### src/rtl/dram_ctrl_pkg.sv
// Shared types and defaults for the DRAM access controller.
// Optional perf counters use the saturating increment below (DRAM_ACCESS_PERF_CNT_EN).
package dram_ctrl_pkg;

  localparam int ADDR_W_DEF = 16;
  localparam int DATA_W_DEF = 8;

  typedef enum logic [2:0] {
    IDLE  = 3'd0,
    LOAD  = 3'd1,
    RUN   = 3'd2,
    DRAIN = 3'd3,
    SAVE  = 3'd4,
    DONE  = 3'd5
  } state_e;

  function automatic logic [15:0] sat_inc16(input logic [15:0] v);
    return (v == 16'hFFFF) ? v : v + 16'd1;
  endfunction

endpackage

### src/rtl/rr_arb2.sv
// Two-way arbiter: round-robin against the last winner, or fixed priority to P0.
module rr_arb2 (
  input  logic [1:0] req,
  input  logic       rr_last,
  input  logic       rr_mode,
  output logic [1:0] gnt
);

  // rr_last = 0 means P0 won last, so P1 takes a conflict in round-robin mode
  always_comb begin
    gnt = 2'b00;
    case (req)
      2'b01: gnt = 2'b01;
      2'b10: gnt = 2'b10;
      2'b11: begin
        if (rr_mode && !rr_last) gnt = 2'b10;
        else                     gnt = 2'b01;
      end
      default: gnt = 2'b00;
    endcase
  end

endmodule

### src/rtl/dram_access_ctrl.sv
// Session sequencer (load/run/save) and P0/P1 access arbiter for the image DRAM.
// Define DRAM_ACCESS_PERF_CNT_EN to add saturating per-requester grant counters.
module dram_access_ctrl
  import dram_ctrl_pkg::*;
#(
  parameter int ADDR_W      = ADDR_W_DEF,
  parameter int DATA_W      = DATA_W_DEF,
  parameter int ROUND_ROBIN = 1
) (
  input  logic              clk,
  input  logic              rst,
  input  logic              start,
  input  logic              proc_done,
  output logic              busy,
  output logic              done,
  input  logic              p0_valid,
  input  logic              p0_we,
  input  logic [ADDR_W-1:0] p0_addr,
  input  logic [DATA_W-1:0] p0_wdata,
  output logic              p0_ready,
  output logic              p0_rvalid,
  output logic [DATA_W-1:0] p0_rdata,
  input  logic              p1_valid,
  input  logic              p1_we,
  input  logic [ADDR_W-1:0] p1_addr,
  input  logic [DATA_W-1:0] p1_wdata,
  output logic              p1_ready,
  output logic              p1_rvalid,
  output logic [DATA_W-1:0] p1_rdata,
  output logic [ADDR_W-1:0] mem_addr,
  output logic              mem_write,
  output logic              mem_read,
  output logic [DATA_W-1:0] mem_din,
  input  logic [DATA_W-1:0] mem_dout,
  output logic              mem_rd_en,
  output logic              mem_wr_en,
  input  logic              mem_rd_done,
  input  logic              mem_wr_done
`ifdef DRAM_ACCESS_PERF_CNT_EN
  ,
  output logic [15:0]       p0_grant_cnt,
  output logic [15:0]       p1_grant_cnt
`endif
);

  state_e     state_q, state_d;
  logic       rr_last_q, rr_last_d;
  logic [1:0] rd_pend_q, rd_pend_d;
  logic       wr_done_prev_q;
  logic       arb_en_s;
  logic       rr_mode_s;
  logic [1:0] req_s;
  logic [1:0] gnt_s;

  assign rr_mode_s = (ROUND_ROBIN != 0);

  always_comb begin
    state_d = state_q;
    case (state_q)
      IDLE:    if (start) state_d = LOAD; else state_d = IDLE;
      LOAD:    if (mem_rd_done) state_d = RUN; else state_d = LOAD;
      RUN:     if (proc_done) state_d = DRAIN; else state_d = RUN;
      DRAIN:   state_d = SAVE;
      // Only a fresh 0->1 edge completes the save; a level left high is ignored
      SAVE:    if (mem_wr_done && !wr_done_prev_q) state_d = DONE; else state_d = SAVE;
      DONE:    if (start) state_d = LOAD; else state_d = DONE;
      default: state_d = IDLE;
    endcase
  end

  assign arb_en_s = (state_q == RUN) && !proc_done;
  assign req_s    = {p1_valid & arb_en_s, p0_valid & arb_en_s};

  rr_arb2 u_arb (
    .req     (req_s),
    .rr_last (rr_last_q),
    .rr_mode (rr_mode_s),
    .gnt     (gnt_s)
  );

  always_comb begin
    mem_addr  = '0;
    mem_din   = '0;
    mem_write = 1'b0;
    mem_read  = 1'b0;
    rr_last_d = rr_last_q;
    if (gnt_s[0]) begin
      mem_addr  = p0_addr;
      mem_din   = p0_wdata;
      mem_write = p0_we;
      mem_read  = !p0_we;
      rr_last_d = 1'b0;
    end else if (gnt_s[1]) begin
      mem_addr  = p1_addr;
      mem_din   = p1_wdata;
      mem_write = p1_we;
      mem_read  = !p1_we;
      rr_last_d = 1'b1;
    end else begin
      rr_last_d = rr_last_q;
    end
    rd_pend_d = {gnt_s[1] & ~p1_we, gnt_s[0] & ~p0_we};
  end

  always_ff @(posedge clk or posedge rst) begin
    if (rst) begin
      state_q        <= IDLE;
      rr_last_q      <= 1'b1;
      rd_pend_q      <= 2'b00;
      wr_done_prev_q <= 1'b0;
    end else begin
      state_q        <= state_d;
      rr_last_q      <= rr_last_d;
      rd_pend_q      <= rd_pend_d;
      wr_done_prev_q <= mem_wr_done;
    end
  end

  assign p0_ready  = gnt_s[0];
  assign p1_ready  = gnt_s[1];
  assign p0_rvalid = rd_pend_q[0];
  assign p1_rvalid = rd_pend_q[1];
  assign p0_rdata  = mem_dout;
  assign p1_rdata  = mem_dout;
  assign busy      = (state_q != IDLE) && (state_q != DONE);
  assign done      = (state_q == DONE);
  assign mem_rd_en = (state_q == LOAD);
  assign mem_wr_en = (state_q == SAVE);

`ifdef DRAM_ACCESS_PERF_CNT_EN
  logic [15:0] p0_cnt_q, p0_cnt_d;
  logic [15:0] p1_cnt_q, p1_cnt_d;
  logic        load_entry_s;

  always_comb begin
    load_entry_s = (state_d == LOAD) && (state_q != LOAD);
    p0_cnt_d     = p0_cnt_q;
    p1_cnt_d     = p1_cnt_q;
    if (load_entry_s) begin
      p0_cnt_d = 16'd0;
      p1_cnt_d = 16'd0;
    end else begin
      if (gnt_s[0]) p0_cnt_d = sat_inc16(p0_cnt_q);
      else          p0_cnt_d = p0_cnt_q;
      if (gnt_s[1]) p1_cnt_d = sat_inc16(p1_cnt_q);
      else          p1_cnt_d = p1_cnt_q;
    end
  end

  always_ff @(posedge clk or posedge rst) begin
    if (rst) begin
      p0_cnt_q <= 16'd0;
      p1_cnt_q <= 16'd0;
    end else begin
      p0_cnt_q <= p0_cnt_d;
      p1_cnt_q <= p1_cnt_d;
    end
  end

  assign p0_grant_cnt = p0_cnt_q;
  assign p1_grant_cnt = p1_cnt_q;
`endif

endmodule
### config.mk
export PLATFORM = sky130hd
export DESIGN_NAME = dram_access_ctrl
export DESIGN_NICKNAME = d
export VERILOG_FILES = /design/src/rtl/dram_ctrl_pkg.sv /design/src/rtl/rr_arb2.sv /design/src/rtl/dram_access_ctrl.sv
export SDC_FILE = /design/constraint.sdc
export NUM_CORES = 1
export LEC_CHECK = 0
export ABC_AREA = 1
export CAP_MARGIN = 30
export CORE_MARGIN = 5
export CORE_UTILIZATION = 26
export DETAILED_ROUTE_END_ITERATION = 10
export MAX_ROUTING_LAYER = met4
export PLACE_DENSITY = 0.86
export SLEW_MARGIN = 20
export SYNTH_ARGS = -nofsm -noshare
export SYNTH_HDL_FRONTEND = slang
export SYNTH_SLANG_ARGS = --single-unit
### constraint.sdc
create_clock -name clk -period 2 [get_ports clk]
set_input_delay 0.3 -clock clk [delete_from_list [all_inputs] [get_ports clk]]
set_output_delay 0.3 -clock clk [all_outputs]
set_load 0.02 [all_outputs]
# Yosys cells after proc, flatten, opt, wreduce, memory -nomap -nowiden
# Cells that the tools add are included.
[totals]
output_inout_bits = 50
input_bits = 66
register_bits = 7
elab_cells = 47
[op_classes]
eq_ne = 9
n_bitwise = 6
muxes = 18
n_reduce_logical = 10
[ops]
columns = ["operator", "count"]
rows = [
  ["16-bit 2-to-1 mux", 2],
  ["3-bit case mux with 6 select lines", 1],
  ["8-bit 2-to-1 mux", 2],
  ["1-bit 2-to-1 mux", 9],
  ["3-bit by 2-bit == test with 1-bit output, second input constant", 2],
  ["3-bit == test, second input constant", 2],
  ["2-bit case mux with 3 select lines", 1],
  ["1-bit bitwise AND", 4],
  ["2-bit == test, second input constant", 2],
  ["1-bit logical NOT", 4],
  ["2-bit 2-to-1 mux", 2],
  ["3-bit by 1-bit == test with 1-bit output, second input constant", 1],
  ["1-bit logical AND", 3],
  ["3-bit logical NOT", 1],
  ["3-bit 2-to-1 mux", 1],
  ["3-bit != test, second input constant", 1],
  ["3-bit nonzero test", 1],
  ["2-bit by 1-bit == test with 1-bit output, second input constant", 1],
  ["1-bit NOT", 2],
  ["2-bit nonzero test", 1],
]

# Longest topological paths before layout
[logic_depth]
ltp_word = 7
depth_mapped = 6

# Modules after synthesis
# A second synthesis with hierarchy kept.
[hier_totals]
hier_cells = 156
area_unflattened_um2 = 943.4
[modules_own_cells]
columns = ["module", "cells_each", "area_each_um2", "instances"]
rows = [
  ["dram_access_ctrl", 146, 904.6, 1],
  ["rr_arb2", 10, 38.8, 1],
]

# Worst setup path after synthesis
# Ideal clock, no wire load.
[synth_path]
kind = "register to output"
start = "register state_q[1]"
end = "output busy"
required_ns = 1.700
path_stages_with_launch = 3
n_path_buf = 0
arrival_ns = 1.336
setup_slack_ns = 0.364
path_cell_list = "dfrtp_1 nor3_1 a21oi_1"
[synth_via]
elab_chain_cells = 2
elab_cells_between_ends = 3
[synth_rtl]
columns = ["element", "line_no", "source"]
rows = [
  ["start: declaration", "dram_access_ctrl.sv:46", "state_e state_q, state_d;"],
  ["start signal: assignment", "dram_access_ctrl.sv:112", "state_q <= state_d;"],
  ["3-bit != test / 3-bit nonzero test (equally long branches)", "dram_access_ctrl.sv:125", "assign busy = (state_q != IDLE) && (state_q != DONE);"],
  ["1-bit logical AND (*)", "dram_access_ctrl.sv:125", ""],
  ["end: declaration", "dram_access_ctrl.sv:14", "output logic busy,"],
]
# Mark *: on every way between the ends. The rest lies on a longest branch, timed or not.

# Worst setup path after layout
[layout_path]
start = "register state_q[2]"
end = "output mem_addr[7]"
[layout_via]
elab_chain_cells = 7
elab_cells_between_ends = 10
[layout_rtl]
columns = ["element", "line_no", "source"]
rows = [
  ["3-bit by 2-bit == test with 1-bit output (*)", "dram_access_ctrl.sv:71", "assign arb_en_s = (state_q == RUN) && !proc_done;"],
  ["1-bit logical AND (*)", "dram_access_ctrl.sv:71", ""],
  ["1-bit bitwise AND", "dram_access_ctrl.sv:72", "assign req_s = {p1_valid & arb_en_s, p0_valid & arb_en_s};"],
  ["2-bit == test / 2-bit by 1-bit == test with 1-bit output (equally long branches)", "rr_arb2.sv:12", "case (req)"],
  ["2-bit case mux with 3 select lines (*)", "rr_arb2.sv:12", ""],
  ["16-bit 2-to-1 mux", "dram_access_ctrl.sv:93", "end else if (gnt_s[1]) begin"],
  ["16-bit 2-to-1 mux (*)", "dram_access_ctrl.sv:87", "if (gnt_s[0]) begin"],
  ["end: declaration", "dram_access_ctrl.sv:30", "output logic [ADDR_W-1:0] mem_addr,"],
]
# Marks and branches as above.

==> impl_metrics.tcl <==
set metrics [dict create \
    drive_above_1_share 0.224 \
    yosysSeqAreaShare 0.191 \
    drv_cap 0 \
    grt_pass1_wl_mm 5.66 \
    fin_area_mm2 0.00181 \
    worst_pin_slew_ps 257 \
    drv_slew 0 \
    die_h_um 69.7 \
    clock_sinks 7 \
    yosysWarnings 0 \
    std_cell_rows 21 \
    cts_max_level 1 \
    clock_skew_ps 8.85 \
    post-route-min-period_ps 1910 \
    synthCells 149 \
    crit_path_end_kind "output pin" \
    rr_startpoint "state_q[2]" \
    hold_path.class "in2async" \
    coreArea_mm2 0.00339 \
    wl_per_cell_um 12.7 \
    start_util 0.273 \
    ys.flop_type "dfrtp_1" \
    synth.area.mux_share 0.0108 \
    dieArea_mm2 0.00485 \
    dr.first_iter.drc_count 39 \
    crit_path_start_kind "flop" \
    synth_fa_ha_area_frac 0 \
    num_vias 1260 \
    cts_tree "yes" \
    antenna_found_initial 0 \
    grt_use_met1 0.150 \
    grt_use_total 0.146 \
    met3_usage 0.0478 \
    grt_overflow 0 \
    startpoint "state_q[2]" \
    ios 116 \
    synth_compound_area_frac 0.0243 \
    syn-num-nets 215 \
    numCtsBuffers 3 \
    critPathArrivalTime_ps 1610 \
    drc 0 \
    synth-simple-area-share 0.519 \
    fin_crit_sh 0.955 \
    placed_area_mm2 0.00188 \
    outcome "finished, final reports clean" \
    syn_area_um2 926 \
    numPortBuffers 91 \
    avgSynthCellArea_um2 6.21 \
    die_w_um 69.7 \
    max_slew_margin 0.828 \
    utilization 0.534 \
    reg2reg_slack_ps 700 \
    worstPathRequired_ps 1700 \
    drtPass1Iterations 4 \
    hold_viol 0 \
    peakVddDrop_uv 229 \
    finalSetupViolCount 0 \
    cts.path.max_buffers 2 \
    rsz0062_at_grt "yes" \
    synth_edf_count 0 \
    root_buffer "clkbuf_4" \
    grt-busiest-layer "met2" \
    ys_seq_elements 7 \
    synth-xor-area-share 0 \
    finalNetCount 304 \
    fmax_mhz 524 \
    vias_per_cell 4.45 \
    grt_pass1_vias 1245 \
    met2_usage 0.260 \
    power_density_mw_per_mm2 669 \
    synth_top_family_by_area "simple AND/OR/NAND/NOR gates" \
    grt_max_degree 17 \
    synth.distinct_cells 19 \
    cts.clk_slew.worst_paths_ps 60 \
    crit_path_max_fanout 14 \
    n_fill_cell 332 \
    synthArstFlopShare 1.00 \
    drtAntennaViolNets 0 \
    routed_wl_mm 3.59 \
    syn2layout_area_growth_pct 95.4 \
    diodes 0 \
    routabilityCongestion 0.782 \
    criticalPathCategory "reg2out" \
    hpwl_mm 2.95 \
    p_leak_nw 1.01 \
    clk-insertion-delay-late_ps 260 \
]
[flip-flops by register name, summed over array words and instances, names as in the netlist]
name	cells
wr_done_prev_q	1
rr_last_q	1
rd_pend_q	2
state_q	3
[through the flow]
stage               power [mW]  hold WS, ps  setup TNS [ps]  setup WS [ps]  std cells
CTS                       1.21          274           -20.3          -20.3        281
global route              1.30          296           -6.64          -6.64        283
finish                    1.21          275               0           90.4        283
floorplan                0.693          103               0            364        149
global placement          1.09          518           -9960           -400        277
detailed placement        1.10          516          -10140           -393        277
[power breakdown]
part / total [mW] / switching [mW] / internal (mW)
Clock: 0.130 / 0.0541 / 0.0762
Combinational: 0.848 / 0.442 / 0.406
Sequential: 0.231 / 0.0410 / 0.190
Total: 1.21 / 0.537 / 0.673
[layer usage]
metal | vias to the layer above | wire length (µm) | share of wire
li1 | 627 | - | -
met5 | - | 0 | 0
met1 | 549 | 1330 | 0.37
met2 | 75 | 1800 | 0.50
met4 | 0 | 78 | 0.022
met3 | 9 | 386 | 0.11
[worst max-delay path: stages, from the launching register on]
cell and delay, ps:
dfrtp_1 410, nor2_4 190, nand3_4 110, nor2_8 190, buf_12 150, nand3_1 70, nand2_1 90, buf_4 140
[cells in the mapped netlist (2+ instances only)]
cell type / n / area, µm²
nor2_1: 2 / 7.51
buf_4: 16 / 120
nand2_1: 59 / 221
a21oi_1: 2 / 10.0
clkbuf_1: 2 / 7.51
nor3_1: 2 / 10.0
nand3_1: 29 / 145
nor2_8: 2 / 40.0
inv_1: 17 / 63.8
dfrtp_1: 6 / 150
buf_6: 4 / 45.0
[placed cells by master (no fill, tap or decap), types with 3 or more instances in the layout]
cell type	Yosys	final
buf_12	0	5
clkbuf_4	0	3
nand2_1	59	59
dlygate4sd2_1	0	3
buf_2	0	20
inv_1	17	16
dfrtp_1	6	6
nand3_1	29	29
clkdlybuf4s50_1	0	58
buf_4	16	17
[path summary, 6_finish.rpt]
| check | endpoint | cells past startpoint |
|---|---|---|
| min in group clk | state_q[0] | 3 |
| worst min-delay path | state_q[2] | 2 |
| max in group asynchronous | rr_last_q | 2 |
| worst min register to register | rr_last_q | 2 |
| worst max-delay path | mem_addr[7] | 7 |
| worst max register to register | rd_pend_q[1] | 7 |
[timing repair]
action / in CTS / in global routing
endpoints found under the setup margin: 32 / 29
hold buffers: 0 / 0
pin swaps: 0 / 2
buffers inserted: 0 / 2
gates resized for setup: 88 / 37
[layout make-up]
class	instances	area, µm²	area share
clock buffers	4	26.3	0.0145
well taps	46	57.6	0.0318
multi-input cells	103	518	0.286
repair buffers	106	967	0.535
inverters	17	63.8	0.0353
flip-flops and latches	7	176	0.0975
[cell families (layout without fill, tap and decap cells)]
| family | count (synthesis) | after routing |
|---|---|---|
| AND/OR/NAND/NOR | 98 | 98 |
| buffers and inverters | 39 | 127 |
| flip-flops | 7 | 7 |
| AO/OA/AOI/OAI | 4 | 4 |
| multiplexers | 1 | 1 |
(Power assumes the default switching activity.)
==> variant 1, RTL diff (same settings) <==
Set the parameter `ROUND_ROBIN` to 0 (it was 1).
--- a/src/rtl/dram_access_ctrl.sv
+++ b/src/rtl/dram_access_ctrl.sv
@@ -6,5 +6,5 @@
   parameter int ADDR_W      = ADDR_W_DEF,
   parameter int DATA_W      = DATA_W_DEF,
-  parameter int ROUND_ROBIN = 1
+  parameter int ROUND_ROBIN = 0
 ) (
   input  logic              clk,
Function: changed (Yosys sat finds a counterexample within 4 cycles, from zero or initial values and one cycle with rst high).
==> variant 1 against the unedited design <==
  * Area after synthesis grew 16%
  * Final area grew 4.1%
  * Setup slack lost 36 ps
  * Critical path depth shrank 1
  * Wire length grew 10%
  * Total power shrank 7.9%
  * Fmax shrank 1.8%
  * Non-clock buffer count is the same
  * First-iteration DRC count grew 44%
  * Via count grew 9.4%
  * Sequential cell count shrank 1
  * Sequential power shrank 25%
  * Critical path type is now in2out
  * Critical endpoint is now mem_din[2]
  * Largest cell class unchanged
  * Largest power group unchanged
  * Highest routed layer unchanged
==> variant 1: results (changes against the unedited design) <==
| Result | This run | Delta |
|---|---|---|
| Clk slew on worst S/H paths | 40 ps | was 60 ps |
| Largest clock skew in the final design | 1.490 ps | was 8.849 ps |
| Maximum fanout along the worst path | 16 | was 14 |
| Net switching share of the total power | 0.4464 | was 0.4440 |
| Wire length of the first global-routing pass | 5.844 mm | was 5.658 mm |
| Worst path top cell family by delay | buffers and inverters | was simple AND/OR/NAND/NOR gates |
| Max_slew headroom | 0.8346 | was 0.8284 |
| Clock share of power | 0.165 | was 0.108 |
| Worst-skew pair later-pin latency | 220 ps | was 260 ps |
| Average wire per standard cell | 13.88 um | was 12.70 um |
| Main area contributors after synthesis | sky130_fd_sc_hd__nand4_1 (32%), sky130_fd_sc_hd__dfrtp_1 (14%), sky130_fd_sc_hd__buf_4 (13%) | was sky130_fd_sc_hd__nand2_1 (24%), sky130_fd_sc_hd__dfrtp_1 (16%), sky130_fd_sc_hd__nand3_1 (16%) |
| Worst setup slack after placement | -272.1 ps | was -392.7 ps |
| Maximum number of pins on one net before global-route repair | 43 | was 17 |
| Reported leakage power | 0.0009554 uW | was 0.001009 uW |
| Largest registers | state_q (3), rd_pend_q (2), wr_done_prev_q (1) | was state_q (3), rd_pend_q (2) |
| Sequential fraction of the synthesis area | 0.1404 | was 0.1905 |
| Post-detailed-placement half-perimeter wirelength | 3.171 mm | was 2.947 mm |
| Total cell area at the placement stage | 1891 um2 | was 1882 um2 |
| Overall via count from detail_route | 1378 | was 1260 |
| Status | finished clean | unchanged |
| Register-to-register setup slack | 920 ps | was 700 ps |
| Root Buffer Master | sky130_fd_sc_hd__clkbuf_8 | was sky130_fd_sc_hd__clkbuf_4 |
| Largest stage delay, worst path | 490 ps | was 410 ps |
| Mapped Nets | 225 | was 215 |
| Sequential cell power | 174 uW | was 231 uW |
| Peak supply drop | 0.0002540 V | was 0.0002287 V |
| Distinct cell type count of the synthesized netlist | 18 | was 19 |
| Synth cell count leaders | sky130_fd_sc_hd__nand4_1 (54), sky130_fd_sc_hd__nand2_1 (34), sky130_fd_sc_hd__buf_4 (19) | was sky130_fd_sc_hd__nand2_1 (59), sky130_fd_sc_hd__nand3_1 (29), sky130_fd_sc_hd__inv_1 (17) |
## variant 1: cell count changes after synthesis, sizes merged, moves of 2 or more
cell	before	now
nor3	2	0
nand3	30	3
nor2	5	7
nand2	59	36
buf	20	29
nand4	2	54
## variant 1: kinds of logic after synthesis
family / synth area share
AO/OA/AOI/OAI: 0.01520
buffers and inverters: 0.3345
flip-flops: 0.1403
AND/OR/NAND/NOR: 0.5099
## variant 1: worst max path at each step
stage,depth (start not counted),endpoint,slack [ps],startpoint
2_1_floorplan,4,busy,560,state_q[1]
4_1_cts,6,mem_read,10,p0_valid
3_5_place_dp,6,mem_addr[6],-270,p0_valid
5_1_grt,6,mem_din[3],1,p0_valid
3_3_place_gp,6,mem_addr[4],-240,p0_valid
6_report,6,mem_din[2],50,p0_valid
## variant 1: final cells by class
cell class | count | area (um2)
fill | 423 | 2116
timing repair buffer | 106 | 1001
multi-input combinational | 103 | 561.8
clock buffer | 3 | 41.29
inverter | 18 | 67.56
sequential | 6 | 150.1
tap | 50 | 62.56
## variant 1: worst reg2reg max path: cells and delay by family (launching register included)
kind | cells | cell delay (ps)
flip-flops | 1 | 430
buffers and inverters | 3 | 340
AND/OR/NAND/NOR | 4 | 190
## variant 1: per-layer routing
layer	wire (um)	track usage	vias to the layer above
li1	-	-	700
met2	1928	0.2352	57
met4	114	0.06841	0
met3	361	0.02838	17
met5	0	-	-
met1	1564	0.1511	604
## variant 1: stage by stage
step	instances	total power [uW]
floorplan	159	705.3
global placement	283	954.4
detailed placement	283	977.3
CTS	286	1127
global route	286	1193
finish	286	1114
## variant 1: repair_timing
action	CTS	global route
cloned	0	0
gates resized for setup	35	30
setup endpoints to repair	31	23
==> variant 2, RTL diff (config.mk and constraints unchanged) <==
Made on the original files. The 6 states of `state_e` get a one-hot encoding in 6 bits.
--- a/src/rtl/dram_ctrl_pkg.sv
+++ b/src/rtl/dram_ctrl_pkg.sv
@@ -6,11 +6,11 @@
   localparam int DATA_W_DEF = 8;
 
-  typedef enum logic [2:0] {
-    IDLE  = 3'd0,
-    LOAD  = 3'd1,
-    RUN   = 3'd2,
-    DRAIN = 3'd3,
-    SAVE  = 3'd4,
-    DONE  = 3'd5
+  typedef enum logic [5:0] {
+    IDLE  = 6'b000001,
+    LOAD  = 6'b000010,
+    RUN   = 6'b000100,
+    DRAIN = 6'b001000,
+    SAVE  = 6'b010000,
+    DONE  = 6'b100000
   } state_e;
 
Check against the original RTL: no difference found for any inputs over 10 cycles, from zero or initial values and one cycle with rst high; not proved beyond that.
==> variant 2 against the unedited design <==
  * Setup slack worse by 45 ps
  * Register-to-register slack lost 120 ps
  * Worst hold slack improved by 72 ps
  * Total power shrank 5.1%
  * Highest routed layer unchanged
  * Final cell count rose by 13%
  * Clock power increased by 96%
  * Sequential cell count grew 3
  * Die area increased by 20%
  * Largest cell class unchanged
  * Critical path type unchanged
  * Critical endpoint is now mem_addr[15]
  * Final area up 19%
  * Largest power group unchanged
  * Area after synthesis up 23%
  * Wire length increased by 14%
  * Sequential power grew 21%
==> variant 2: results (changes against the unedited design) <==
| Result | This run | Delta |
|---|---|---|
| DR WL met2 | 2.203 mm | was 1.798 mm |
| Routability cong. | 0.7942 | was 0.7818 |
| Peak supply drop | 0.0003369 V | was 0.0002287 V |
| Average wire per standard cell | 12.89 um | was 12.70 um |
| Largest registers | state_q (6), rd_pend_q (2) | was state_q (3), rd_pend_q (2) |
| Actual slew at the worst max-slew pin | 388.3 ps | was 257.2 ps |
| Maximum number of pins on one net before global-route repair | 30 | was 17 |
| Fraction of layout cells with a size suffix above 1 | 0.2172 | was 0.2236 |
| Sequential fraction of the synthesis area | 0.2220 | was 0.1905 |
| Largest stage delay, worst path | 380 ps | was 410 ps |
| Worst-skew pair later-pin latency | 230 ps | was 260 ps |
| Number of nets in the finished design | 334 | was 304 |
| Wire length of the first global-routing pass | 6.306 mm | was 5.658 mm |
| Post-synthesis instance total | 184 | was 149 |
| Routed metal-1 wirelength | 1.564 mm | was 1.330 mm |
| Arrival time worst endpoint | 1650 ps | was 1610 ps |
| Global-route usage over all layers | 0.1285 | was 0.1461 |
| Logic pwr share | 0.535 | was 0.701 |
| Main area contributors after synthesis | sky130_fd_sc_hd__dfrtp_1 (18%), sky130_fd_sc_hd__nand2_1 (15%), sky130_fd_sc_hd__nand4_1 (14%) | was sky130_fd_sc_hd__nand2_1 (24%), sky130_fd_sc_hd__dfrtp_1 (16%), sky130_fd_sc_hd__nand3_1 (16%) |
| Fill count | 404 | was 332 |
| Maximum fanout along the worst path | 13 | was 14 |
| Largest clock skew in the final design | 3.771 ps | was 8.849 ps |
| Vias in the first global route | 1413 | was 1245 |
| Wire length reported by the detailed router | 4.111 mm | was 3.594 mm |
| Total cell area at the placement stage | 2041 um2 | was 1882 um2 |
| Total number of yosys warnings | 0 | unchanged |
| Root Buffer Master | sky130_fd_sc_hd__clkbuf_8 | was sky130_fd_sc_hd__clkbuf_4 |
| Worst setup slack after placement | -249.2 ps | was -392.7 ps |
| Cell total after placement | 309 | was 277 |
| Sequential cell power | 279 uW | was 231 uW |
| Post-route total power | 1148 uW | was 1210 uW |
| Post-detailed-placement half-perimeter wirelength | 3.158 mm | was 2.947 mm |
| Overall via count from detail_route | 1495 | was 1260 |
| Mapped Nets | 250 | was 215 |
| Status | finished clean | unchanged |
==> variant 2: cell count changes after synthesis, sizes merged, moves of 4 or more <==
cell   before  now
nor2        5   15
nand4       2   26
inv        17   23
o21ai       1    5
buf        20   25
nand2      59   45
==> variant 2: metal layers <==
layer	up-vias	track usage
li1	757	-
met1	663	0.1423
met5	-	-
met2	69	0.2354
met4	0	0.04021
met3	6	0.01773
==> variant 2: repair_timing <==
| item | in CTS | in global routing |
|---|---|---|
| gates resized for setup | 91 | 65 |
| buffers inserted | 0 | 4 |
| cloned | 0 | 2 |
| pin swaps | 0 | 3 |
| endpoints found under the setup margin | 32 | 28 |
==> variant 2: cell type report <==
type | count | area [um2] | share of cell area
multi-input cells | 122 | 595.6 | 0.2758
inverters | 23 | 86.33 | 0.03998
well taps | 52 | 65.06 | 0.03013
clock buffers | 4 | 55.05 | 0.02549
repair buffers | 108 | 1105 | 0.5116
flip-flops and latches | 10 | 252.7 | 0.1170
==> variant 2: path summary, 6_finish.rpt <==
kind                            start      endpoint  slack (ps)  depth (start not counted)
max in group asynchronous         rst    state_q[0]        1340                          2
max                        state_q[5]  mem_addr[15]          50                          8
min                               rst  rd_pend_q[0]         350                          2
min in group clk            rr_last_q     rr_last_q         490                          2
min reg2reg                 rr_last_q     rr_last_q         490                          2
max reg2reg                state_q[5]     rr_last_q         580                          8
==> variant 2: logic make-up (layout without fill, tap and decap cells) <==
group / count (synthesis) / in the layout / synth area share
AOI/OAI and AO/OA: 6 / 6 / 0.02857
buffers and inverters: 52 / 135 / 0.2615
DFF: 10 / 10 / 0.2220
and+or+nand+nor: 116 / 116 / 0.4879
